`src/rtl/mcp320x_scan_spi.sv`:
```
// Channel-scanning SPI master for the MCP3204/MCP3208 ADCs. Each conversion is
// emitted as a one-cycle tagged word; frames come from an internal timer or start.
//
// state | meaning
// IDLE  | waiting for a frame trigger, cs high
// TCSH  | cs-high recovery time before a conversion
// XFER  | 19 SCK periods with cs low: command out, result in
// DONE  | result word presented for one cycle, next channel or back to IDLE
module mcp320x_scan_spi #(
  parameter int unsigned FCLK      = 100_000_000,
  parameter int unsigned FSMPL     = 500,
  parameter int          NUM_CH    = 4,
  parameter bit          SGL       = 1'b1,
  parameter int          SCK_DIV   = 100,
  parameter int          TCSH_CLKS = 50,
  parameter bit          FREE_RUN  = 1'b1
) (
  input  logic        clk,
  input  logic        rst_n,
  input  logic        start,
  input  logic        ovr_clr,
  input  logic        miso,
  output logic        mosi,
  output logic        sck,
  output logic        cs,
  output logic [11:0] data,
  output logic [2:0]  ch,
  output logic        dv,
  output logic        last,
  output logic        busy,
  output logic        ovr
);

  localparam int unsigned FRAME_CLKS = FCLK / FSMPL;
  localparam int unsigned CONV_CLKS  = TCSH_CLKS + 19 * SCK_DIV + 1;
  localparam int FW = (FRAME_CLKS > 1) ? $clog2(FRAME_CLKS) : 1;
  localparam int DW = $clog2(SCK_DIV);
  localparam int TW = (TCSH_CLKS > 1) ? $clog2(TCSH_CLKS) : 1;

  localparam logic [FW-1:0] FRAME_LAST = FW'(FRAME_CLKS - 1);
  localparam logic [DW-1:0] DIV_LAST   = DW'(SCK_DIV - 1);
  localparam logic [DW-1:0] DIV_HALF   = DW'(SCK_DIV / 2);
  localparam logic [DW-1:0] DIV_PRE    = DW'(SCK_DIV / 2 - 1);
  localparam logic [TW-1:0] TCSH_LOAD  = TW'(TCSH_CLKS - 1);
  localparam logic [2:0]    LAST_CH    = 3'(NUM_CH - 1);

  if (NUM_CH < 1 || NUM_CH > 8) begin : g_bad_num_ch
    $error("mcp320x_scan_spi: NUM_CH must be 1..8");
  end
  if ((SCK_DIV % 2) != 0 || SCK_DIV < 4) begin : g_bad_sck_div
    $error("mcp320x_scan_spi: SCK_DIV must be even and >= 4");
  end
  if (TCSH_CLKS < 1) begin : g_bad_tcsh
    $error("mcp320x_scan_spi: TCSH_CLKS must be >= 1");
  end
  if (FREE_RUN && (FRAME_CLKS < NUM_CH * CONV_CLKS + 1)) begin : g_bad_rate
    $error("mcp320x_scan_spi: frame period too short for NUM_CH conversions");
  end

  typedef enum logic [1:0] {IDLE, TCSH, XFER, DONE} state_t;

  state_t        state, state_nx;
  logic [FW-1:0] frame_cnt;
  logic [TW-1:0] tcsh_cnt, tcsh_nx;
  logic [DW-1:0] div_cnt, div_nx;
  logic [4:0]    bit_cnt, bit_nx;
  logic [2:0]    ch_idx, ch_nx;
  logic [11:0]   shift;
  logic          trig, trig_q;
  logic          end_of_word, capture;
  logic          cs_nx, sck_nx, mosi_nx;

  always_ff @(posedge clk or negedge rst_n) begin
    if (!rst_n)
      frame_cnt <= '0;
    else if (FREE_RUN)
      frame_cnt <= (frame_cnt == FRAME_LAST) ? '0 : frame_cnt + 1'b1;
  end

  // Trigger is registered once, so a frame always starts one clock after it is seen.
  assign trig = FREE_RUN ? (frame_cnt == FRAME_LAST) : start;
  assign busy = (state != IDLE);

  always_comb begin
    state_nx = state;
    tcsh_nx  = tcsh_cnt;
    div_nx   = div_cnt;
    bit_nx   = bit_cnt;
    ch_nx    = ch_idx;
    case (state)
      IDLE: begin
        if (trig_q) begin
          state_nx = TCSH;
          tcsh_nx  = TCSH_LOAD;
          ch_nx    = 3'd0;
        end
      end
      TCSH: begin
        if (tcsh_cnt == '0) begin
          state_nx = XFER;
          div_nx   = '0;
          bit_nx   = 5'd0;
        end else begin
          tcsh_nx = tcsh_cnt - 1'b1;
        end
      end
      XFER: begin
        if (div_cnt == DIV_LAST) begin
          div_nx = '0;
          if (bit_cnt == 5'd18) state_nx = DONE;
          else                  bit_nx   = bit_cnt + 5'd1;
        end else begin
          div_nx = div_cnt + 1'b1;
        end
      end
      DONE: begin
        if (ch_idx == LAST_CH) begin
          state_nx = IDLE;
        end else begin
          state_nx = TCSH;
          tcsh_nx  = TCSH_LOAD;
          ch_nx    = ch_idx + 3'd1;
        end
      end
      default: state_nx = IDLE;
    endcase
  end

  // Pins are registered from next-state values so they are glitch-free and
  // still line up cycle-exactly with the state they belong to.
  always_comb begin
    cs_nx   = (state_nx != XFER);
    sck_nx  = (state_nx == XFER) && (div_nx >= DIV_HALF);
    mosi_nx = 1'b0;
    if (state_nx == XFER) begin
      case (bit_nx)
        5'd0:    mosi_nx = 1'b1;
        5'd1:    mosi_nx = SGL;
        5'd2:    mosi_nx = ch_nx[2];
        5'd3:    mosi_nx = ch_nx[1];
        5'd4:    mosi_nx = ch_nx[0];
        default: mosi_nx = 1'b0;
      endcase
    end
  end

  assign end_of_word = (state == XFER) && (div_cnt == DIV_LAST) && (bit_cnt == 5'd18);
  assign capture     = (state == XFER) && (div_cnt == DIV_PRE) && (bit_cnt >= 5'd7);

  always_ff @(posedge clk or negedge rst_n) begin
    if (!rst_n) begin
      state    <= IDLE;
      tcsh_cnt <= '0;
      div_cnt  <= '0;
      bit_cnt  <= 5'd0;
      ch_idx   <= 3'd0;
      shift    <= 12'd0;
      trig_q   <= 1'b0;
      cs       <= 1'b1;
      sck      <= 1'b0;
      mosi     <= 1'b0;
      data     <= 12'd0;
      ch       <= 3'd0;
      dv       <= 1'b0;
      last     <= 1'b0;
      ovr      <= 1'b0;
    end else begin
      state    <= state_nx;
      tcsh_cnt <= tcsh_nx;
      div_cnt  <= div_nx;
      bit_cnt  <= bit_nx;
      ch_idx   <= ch_nx;
      trig_q   <= trig;
      cs       <= cs_nx;
      sck      <= sck_nx;
      mosi     <= mosi_nx;
      if (capture) shift <= {shift[10:0], miso};
      dv   <= end_of_word;
      last <= end_of_word && (ch_idx == LAST_CH);
      if (end_of_word) begin
        data <= shift;
        ch   <= ch_idx;
      end
      if (trig_q && busy) ovr <= 1'b1;
      else if (ovr_clr)   ovr <= 1'b0;
    end
  end

endmodule

```
`config.mk`:
```
export PLATFORM = sky130hd
export DESIGN_NAME = mcp320x_scan_spi
export DESIGN_NICKNAME = d
export VERILOG_FILES = /design/src/rtl/mcp320x_scan_spi.sv
export SDC_FILE = /design/constraint.sdc
export NUM_CORES = 1
export LEC_CHECK = 0
export ABC_CLOCK_PERIOD_IN_PS = 5140
export CELL_PAD_IN_SITES_DETAIL_PLACEMENT = 0
export CELL_PAD_IN_SITES_GLOBAL_PLACEMENT = 1
export CORE_MARGIN = 4
export CORE_UTILIZATION = 32
export CTS_BUF_LIST = sky130_fd_sc_hd__clkbuf_4 sky130_fd_sc_hd__clkbuf_8 sky130_fd_sc_hd__clkbuf_16
export CTS_CLUSTER_SIZE = 40
export DETAILED_ROUTE_END_ITERATION = 8
export PLACE_DENSITY = 0.69
export SYNTH_ARGS = -nofsm -noshare
export SYNTH_HDL_FRONTEND = slang
export SYNTH_SLANG_ARGS = --single-unit
```
`constraint.sdc`:
```
create_clock -name clk -period 5.14 [get_ports clk]
set_input_delay 0.771 -clock clk [delete_from_list [all_inputs] [get_ports clk]]
set_output_delay 0.771 -clock clk [all_outputs]
set_load 0.005 [all_outputs]
```
* After elaboration in Yosys (flattened, before gate mapping)
Index checks and enable logic that the tools add are counted. Widths: inputs -> output; s select.
Operators by class: reduce and logical (&&, ||, !) cells 15, equality and inequality tests 17, magnitude comparators 2, mux-type cells 25, add/sub/neg operators 5
Operators by type and width (count):
- $add 18x1->18 const B | 1
- $eq 18x18->1 const B | 1
- $mux 18 | 1
- $mux 6 | 3
- $pmux 6 s3 | 1
- $mux 5 | 3
- $mux 7 | 2
- $pmux 7 s2 | 1
- $eq 5x2->1 const B | 2
- $pmux 5 s2 | 1
- $mux 2 | 4
- $ne 2x2->1 const B | 4
- $pmux 2 s4 | 1
- $add 7x1->7 const B | 1
- $eq 7x6->1 const B | 1
- $eq 7x7->1 const B | 1
- $ge 7x6->1 const B | 1
- $logic_and 1x1->1 | 7
- $eq 2x2->1 const B | 3
- $logic_not 6->1 | 1
- $mux 3 | 2
- $pmux 3 s2 | 1
- $sub 6x1->6 const B | 1
- $add 5x1->5 const B | 1
- 15 further kinds | 19
Word-level totals: input bits 5, register bits after elaboration 75, output and inout bits 22, word-level logic and storage cells 80

* Depth between registers and ports, before layout
Gate-level depths: netlist (run 1).
depth in word-level cells 8, mapped depth 10, depth with buffers taken out 8

* Least setup slack after synthesis (run 1)
Ideal clock, no wire load.
path type register to register, start point register tcsh_cnt[0], end point register mosi, setup slack 2.383 ns, data arrival time 2.646 ns, setup time 0.111 ns, period minus slack after synthesis 2.757 ns, cell stages (with the launch flop) 10, path buffers 1, required time 5.029 ns, path through dfrtp_1 > inv_1 > ha_1 > or4b_1 > buf_2 > o31a_1 > a211o_2 > mux2i_1 > or3b_2 > a2111oi_2
On the way: cells in the longest elaborated chain, start to end 7, elaborated cells between the ends (all ways) 14, those cells by class eq/ne: 5; mux: 6; reduce/logical: 3
RTL lines:
- start: declaration | line 64 | logic [TW-1:0] tcsh_cnt, tcsh_nx;
- start signal: assignment | line 169 | tcsh_cnt <= tcsh_nx;
- $logic_not 6->1 * | line 99 | if (tcsh_cnt == '0) begin
- $mux 5 * | line 99
- $pmux 5 s2 * | line 90 | case (state)
- named net bit_nx[0] | line 66 | logic [4:0] bit_cnt, bit_nx;
- $eq 5x1->1 or $logic_not 5->1 (tied branches) | line 136 | case (bit_nx)
- $reduce_or 2->1 (no source line)
- $pmux 1 s4 * | line 136
- $mux 1 * | line 135 | if (state_nx == XFER) begin
- named net mosi_nx | line 71 | logic cs_nx, sck_nx, mosi_nx;
- end signal: assignment | line 176 | mosi <= mosi_nx;
- end: declaration | line 23 | output logic mosi,
Mark *: on every way through the listed nets, which the timed path passes. The rest lies on a longest branch. A chain may end at the register's enable or synchronous reset.

* Worst setup path after layout (run 1)
Ends and elaborated chain as after synthesis.

==> impl_metrics.env, run 1 <==
export IMPL_wl_per_cell_um=13.9
export IMPL_place_detailed_hpwl_mm=4.71
export IMPL_yosysMostFrequentCell="dfrtp_1"
export IMPL_cp_start_kind="flip-flop"
export IMPL_htree_levels=3
export IMPL_root_buffer="clkbuf_8"
export IMPL_ys_seq_elements=75
export IMPL_gr_usage_met1=0.145
export IMPL_max_vdd_ir_drop_mv=0.135
export IMPL_ys_top_cells_by_count="dfrtp_1 (74), mux2_2 (27), nor2_1 (21)"
export IMPL_synth_nets=336
export IMPL_drt_first_pass_iters=4
export IMPL_status="finished clean"
export IMPL_end_kind="flip-flop"
export IMPL_cp_max_fo=12
export IMPL_yosysTopAreaCell="dfrtp_1"
export IMPL_ctsHoldBuffers=0
export IMPL_worstSetupPathType="reg -> reg"
export IMPL_max_cap_viol_count=0
export IMPL_fillerInstances=1102
export IMPL_clk_path_buf_depth=2
export IMPL_cpPeakStageDelay_ns=0.56
export IMPL_drt_initial_drc_count=107
export IMPL_tightest_slew_ns=0.992
export IMPL_netlist_area_leader_share=0.521
export IMPL_gp_congestion=0.782
export IMPL_clk_pin_slew_ns=0.09
export IMPL_slowest_stage="or4b_1"
export IMPL_final_hold_viol_count=0
export IMPL_synth_area_leaders="dfrtp_1 (52%), mux2_2 (8.6%), ha_1 (4.2%), o21ai_0 (2.7%), xor2_1 (2.5%)"
export IMPL_grt_usage=0.112
export IMPL_met3_usage=0.0187
export IMPL_fp_row_count=38
export IMPL_fin_worst_skew_ns=0.00687
export IMPL_finalCriticalPeriod_ns=3.14
export IMPL_holdCritPathClass="reg -> reg"
export IMPL_p_per_area_mw_per_mm2=249
export IMPL_fmax_ghz=0.319
export IMPL_cts_tree="built"
export IMPL_synth_ff_type="dfrtp_1"
export IMPL_drt_wl_total_mm=6.82
export IMPL_area_growth_pct=16.2
export IMPL_cp_arrival_ns=3.37
export IMPL_die_area_mm2=0.0128
export IMPL_grt_use_met2=0.182
export IMPL_drive_gt1_frac=0.162
export IMPL_syn_area_per_cell_um2=11.1
export IMPL_p_leak_uw=0.00190
export IMPL_synth_cell_types=56
export IMPL_cts_sinks=75
export IMPL_post_cts_setup_buffer_count=0
export IMPL_dr_total_vias=2421
export IMPL_grt_pass1_vias=2526
export IMPL_ys_seq_area_frac=0.529
export IMPL_utilization=0.381
export IMPL_grt_busiest_layer="met2"
export IMPL_stdcell_count=491
export IMPL_setup_violations=0
export IMPL_dpl_cell_count=475
export IMPL_ctsResizeCount=0
export IMPL_insertion_delay_ns=0.34
export IMPL_syn_area_mm2=0.00355
export IMPL_rsz0062_at_grt="false"
export IMPL_io_pins=27
export IMPL_place_port_buffers=25
export IMPL_fin_hold_ws_ns=0.482
export IMPL_slew_headroom=0.335
export IMPL_n_antenna_cell=0
export IMPL_grt_pass1_wl_mm=11.8
export IMPL_die_w_um=113
export IMPL_yosys_warnings=0
export IMPL_route_detailed_drc=0
export IMPL_antenna_left=0
export IMPL_globalRoute_totalOverflow=0
export IMPL_numCtsBuffers=9
export IMPL_grt_max_degree=76
export IMPL_cp_cell_sequence="inv_1 -> ha_1 -> or4b_1 -> o31a_1 -> a211o_2 -> mux2i_1 -> or3b_2 -> a2111oi_2"
export IMPL_coreArea_mm2=0.0108
export IMPL_finalCritPeriodShare=0.610
export IMPL_vias_per_cell=4.93
export IMPL_start_util=0.328
export IMPL_die_y_um=113
export IMPL_fin_nets=363
export IMPL_synthArstFlopShare=1.00
export IMPL_cp_data_required_time_ns=5.37
export IMPL_drv_slew=0
export IMPL_syn_inst=319
export IMPL_fin_setup_tns_ns=0
export IMPL_ff_latch_area_mm2=0.00188
export IMPL_multi_input_area_mm2=0.00156
export IMPL_synth_edf_count=0
export IMPL_antenna_found_initial=0
[worst max-delay path, delay by kind of cell, from the launching register on]
kind / cells / cell delay, ns
compound gates: 3 / 1.19
mux: 1 / 0.14
fa+ha+maj: 1 / 0.17
simple gates: 2 / 1.05
flops: 1 / 0.41
buf+inv: 1 / 0.06
[area by class of cell]
class / count / area share
clock inverter: 7 / 0.0146
timing repair buffer: 27 / 0.0637
multi-input combinational: 216 / 0.379
clock buffer: 9 / 0.0300
sequential: 75 / 0.455
inverter: 17 / 0.0155
tap: 140 / 0.0424
[path summary, 6_finish.rpt]
kind / cells past startpoint / slack [ns] / startpoint / to
setup / recovery: 8 / 2.00 / tcsh_cnt[0] / mosi
hold / removal: 1 / 0.48 / frame_cnt[0] / frame_cnt[0]
setup reg to reg: 8 / 2.00 / tcsh_cnt[0] / mosi
hold reg to reg: 1 / 0.48 / frame_cnt[0] / frame_cnt[0]
max in group asynchronous: 1 / 3.97 / rst_n / shift[0]
min in group asynchronous: 1 / 0.56 / rst_n / shift[8]
[routing by layer]
metal	share of wire	wire length, µm
met4	0.013	90
met1	0.48	3300
met2	0.48	3270
met5	0	0
met3	0.024	163
[flip-flops by register name, indices dropped and copies added, names as in the netlist, 2 cells and up]
register,count
data,12
frame_cnt,18
shift,12
ch,3
div_cnt,7
ch_idx,3
state,2
bit_cnt,5
tcsh_cnt,6
[cell usage in the layout, fill, tap and decap left out, types with 2 or more instances in the layout]
| cell | Yosys | routed |
|---|---|---|
| clkbuf_8 | 0 | 9 |
| a211o_1 | 2 | 2 |
| a211oi_1 | 2 | 2 |
| nor2_1 | 21 | 21 |
| o22a_1 | 2 | 2 |
| and3_1 | 3 | 3 |
| nand4_1 | 7 | 7 |
| o21ai_0 | 19 | 19 |
| clkdlybuf4s50_1 | 0 | 24 |
| and3b_1 | 2 | 2 |
| clkinv_4 | 0 | 3 |
| xor2_1 | 10 | 10 |
| mux2_2 | 27 | 27 |
| or2_2 | 3 | 3 |
| xnor2_1 | 5 | 5 |
| a21oi_1 | 8 | 8 |
| buf_4 | 0 | 3 |
| and4_1 | 2 | 2 |
| a31oi_1 | 2 | 2 |
| nand2b_1 | 4 | 4 |
| and2_1 | 3 | 3 |
| inv_1 | 17 | 17 |
| nor4_1 | 3 | 3 |
| o31ai_1 | 6 | 6 |
| o21a_1 | 3 | 3 |
| ha_1 | 12 | 12 |
| nand2_1 | 16 | 16 |
| mux2i_1 | 2 | 2 |
| nand3_1 | 12 | 12 |
| nor3_1 | 8 | 7 |
| or3_1 | 2 | 2 |
| a22o_1 | 2 | 2 |
| inv_6 | 0 | 3 |
| dfrtp_1 | 74 | 74 |
| nor2b_1 | 6 | 6 |
[power breakdown]
part | internal, µW | total, µW | leakage (µW) | switching (µW)
combinational | 1.82 | 13.0 | 0.000777 | 11.1
clock | 183 | 424 | 0.0000908 | 242
sequential | 589 | 589 | 0.00103 | 0
[logic make-up after synthesis]
group	Yosys count	share of synthesized area
flip-flops	75	0.529
adder cells (fa/ha/maj)	12	0.0423
AND/OR/NAND/NOR	100	0.153
multiplexers	29	0.0913
AO/OA/AOI/OAI	60	0.115
buffers and inverters	28	0.0324
XOR/XNOR	15	0.0370
[stage by stage]
step,area (µm²),worst slack [ns],power [µW]
2_1_floorplan,3550,2.38,602
6_report,4130,2.00,1030
3_5_place_dp,3940,2.04,615
5_1_grt,4130,1.81,1070
3_3_place_gp,3940,2.05,615
4_1_cts,4130,2.01,1040
Power figures use the tool's default switching activity.
==> run 2: changes to the inputs <==
--- a/config.mk
+++ b/config.mk
@@ -5,7 +5,7 @@
 export SDC_FILE = /design/constraint.sdc
 export NUM_CORES = 1
 export LEC_CHECK = 0
-export ABC_CLOCK_PERIOD_IN_PS = 5140
+export ABC_CLOCK_PERIOD_IN_PS = 2900
 export CELL_PAD_IN_SITES_DETAIL_PLACEMENT = 0
 export CELL_PAD_IN_SITES_GLOBAL_PLACEMENT = 1
 export CORE_MARGIN = 4
==> constraint.sdc (replaced) <==
create_clock -name clk -period 2.9 [get_ports clk]
set_input_delay 0.435 -clock clk [delete_from_list [all_inputs] [get_ports clk]]
set_output_delay 0.435 -clock clk [all_outputs]
set_load 0.005 [all_outputs]
==> run 2 against run 1 <==
Combinational power increased by 79%; power increased by 86%; maximum frequency increased by 11%; via count increased by 2.4%; final cell count increased by 1.2%; utilization increased by 0.67 points; critical endpoint unchanged; largest cell class unchanged; highest routed layer unchanged.
==> impl_metrics.env, run 2 (synthesis gave the netlist of run 1 again) <==
export IMPL_fin_nets=369
export IMPL_r2r_start="tcsh_cnt[1]"
export IMPL_layout_common_cells="dfrtp_1 (74), mux2_2 (27), clkdlybuf4s50_1 (24)"
export IMPL_place_port_buffers=25
export IMPL_p_leak_uw=0.00194
export IMPL_cts_sinks=75
export IMPL_gp_congestion=0.806
export IMPL_p_per_area_mw_per_mm2=454
export IMPL_clk_path_buf_depth=2
export IMPL_r2r_slack_ns=0.08
export IMPL_worst_path_buf_inv=1
export IMPL_multi_input_area_mm2=0.00157
export IMPL_final_common_cell="dfrtp_1"
export IMPL_antenna_left=0
export IMPL_cts_tree="built"
export IMPL_status="finished clean"
export IMPL_vias_per_cell=4.99
export IMPL_wl_per_cell_um=14.4
export IMPL_tightest_slew_ns=0.940
export IMPL_p_total_uw=1900
export IMPL_fin_worst_skew_ns=0.00599
export IMPL_grt_max_degree=76
export IMPL_cp_arrival_ns=3.06
export IMPL_numCtsBuffers=9
export IMPL_fin_setup_tns_ns=0
export IMPL_cpPeakStageDelay_ns=0.48
export IMPL_holdCritPathClass="in -> async"
export IMPL_area_growth_pct=18.3
export IMPL_grt_pass1_wl_mm=12.4
export IMPL_ctsResizeCount=0
export IMPL_cp_max_fo=3
export IMPL_drt_first_pass_iters=4
export IMPL_fp_row_count=38
export IMPL_cp_start_kind="flip-flop"
export IMPL_max_cap_viol_count=0
export IMPL_worstSetupPathType="reg -> reg"
export IMPL_drt_initial_drc_count=122
export IMPL_coreArea_mm2=0.0108
export IMPL_globalRoute_totalOverflow=0
export IMPL_drive_gt1_frac=0.179
export IMPL_grt_pass1_vias=2509
export IMPL_route_detailed_drc=0
export IMPL_start_util=0.328
export IMPL_finalCriticalPeriod_ns=2.82
export IMPL_end_kind="flip-flop"
export IMPL_fmax_ghz=0.354
export IMPL_slew_headroom=0.374
export IMPL_clk_pin_slew_ns=0.09
export IMPL_ff_latch_area_mm2=0.00188
export IMPL_insertion_delay_ns=0.35
export IMPL_slowest_stage="or4b_4"
export IMPL_cp_cell_sequence="inv_1 -> ha_1 -> or4b_4 -> o31a_1 -> a211o_2 -> mux2i_1 -> or3b_2 -> a2111oi_2"
export IMPL_grt_usage=0.119
export IMPL_reg_top3="frame_cnt: 18 flops, data: 12 flops, shift: 12 flops"
export IMPL_r2r_end="mosi"
export IMPL_ctsHoldBuffers=0
export IMPL_finalCritPeriodShare=0.973
export IMPL_r2r_cells=8
export IMPL_root_buffer="clkbuf_8"
export IMPL_antenna_found_initial=0
export IMPL_top_register="frame_cnt"
export IMPL_dr_total_vias=2480
export IMPL_die_y_um=113
export IMPL_fin_hold_ws_ns=0.231
export IMPL_die_area_mm2=0.0128
export IMPL_max_vdd_ir_drop_mv=0.305
export IMPL_setup_violations=0
export IMPL_n_antenna_cell=0
export IMPL_drt_wl_total_mm=7.13
export IMPL_drv_slew=0
export IMPL_htree_levels=3
export IMPL_crit_family="simple AND/OR/NAND/NOR gates"
export IMPL_largest_register_ffs=18
export IMPL_io_pins=27
export IMPL_place_detailed_hpwl_mm=4.86
export IMPL_dpl_cell_count=481
export IMPL_fillerInstances=1084
export IMPL_post_cts_setup_buffer_count=0
export IMPL_final_hold_viol_count=0
export IMPL_die_w_um=113
export IMPL_utilization=0.387
export IMPL_cp_data_required_time_ns=3.14
export IMPL_stdcell_count=497
==> run 2: cell count changes in the layout (fill, tap and decap cells not counted) <==
cell       change
or4b_1         -1
bufinv_16      +1
inv_8          +1
inv_6          -1
clkinv_4       -1
or4b_4         +1
buf_4          +6
==> run 2: area by class of cell <==
type                    count  share of cell area
flip-flops and latches     75               0.447
clock buffers               9              0.0295
clock inverters             7              0.0200
repair buffers             33              0.0733
multi-input cells         216               0.373
well taps                 140              0.0417
inverters                  17              0.0152
==> run 2: metal layers <==
metal  up-vias  wire length (µm)  global-route usage
met5         -                 0                   0
met4         0                83              0.0401
met3         7               185              0.0289
met2        35              3390               0.190
met1      1229              3480               0.158
li1       1209                 -                   -
==> run 2: per-stage QoR <==
step / cell area, µm² / worst slack (ns)
finish: 4200 / 0.0780
global route: 4200 / -0.00635
CTS: 4200 / 0.0534
detailed placement: 3990 / 0.0897
global placement: 3990 / 0.117
floorplan: 3550 / 0.143
==> run 2: worst max-delay path by stage <==
stage	from	end	slack [ns]	cells past startpoint
2_1_floorplan	tcsh_cnt[0]	mosi	0.14	9
3_3_place_gp	tcsh_cnt[0]	mosi	0.12	8
4_1_cts	tcsh_cnt[1]	mosi	0.05	8
5_1_grt	tcsh_cnt[1]	mosi	-0.006	8
3_5_place_dp	tcsh_cnt[1]	mosi	0.09	8
6_report	tcsh_cnt[1]	mosi	0.08	8
==> run 2: power breakdown <==
group / switching, µW / internal, µW / total, µW / leakage, µW
registers: 0 / 1040 / 1040 / 0.00103
logic: 20.0 / 3.23 / 23.3 / 0.000805
clock network: 425 / 412 / 837 / 0.000102
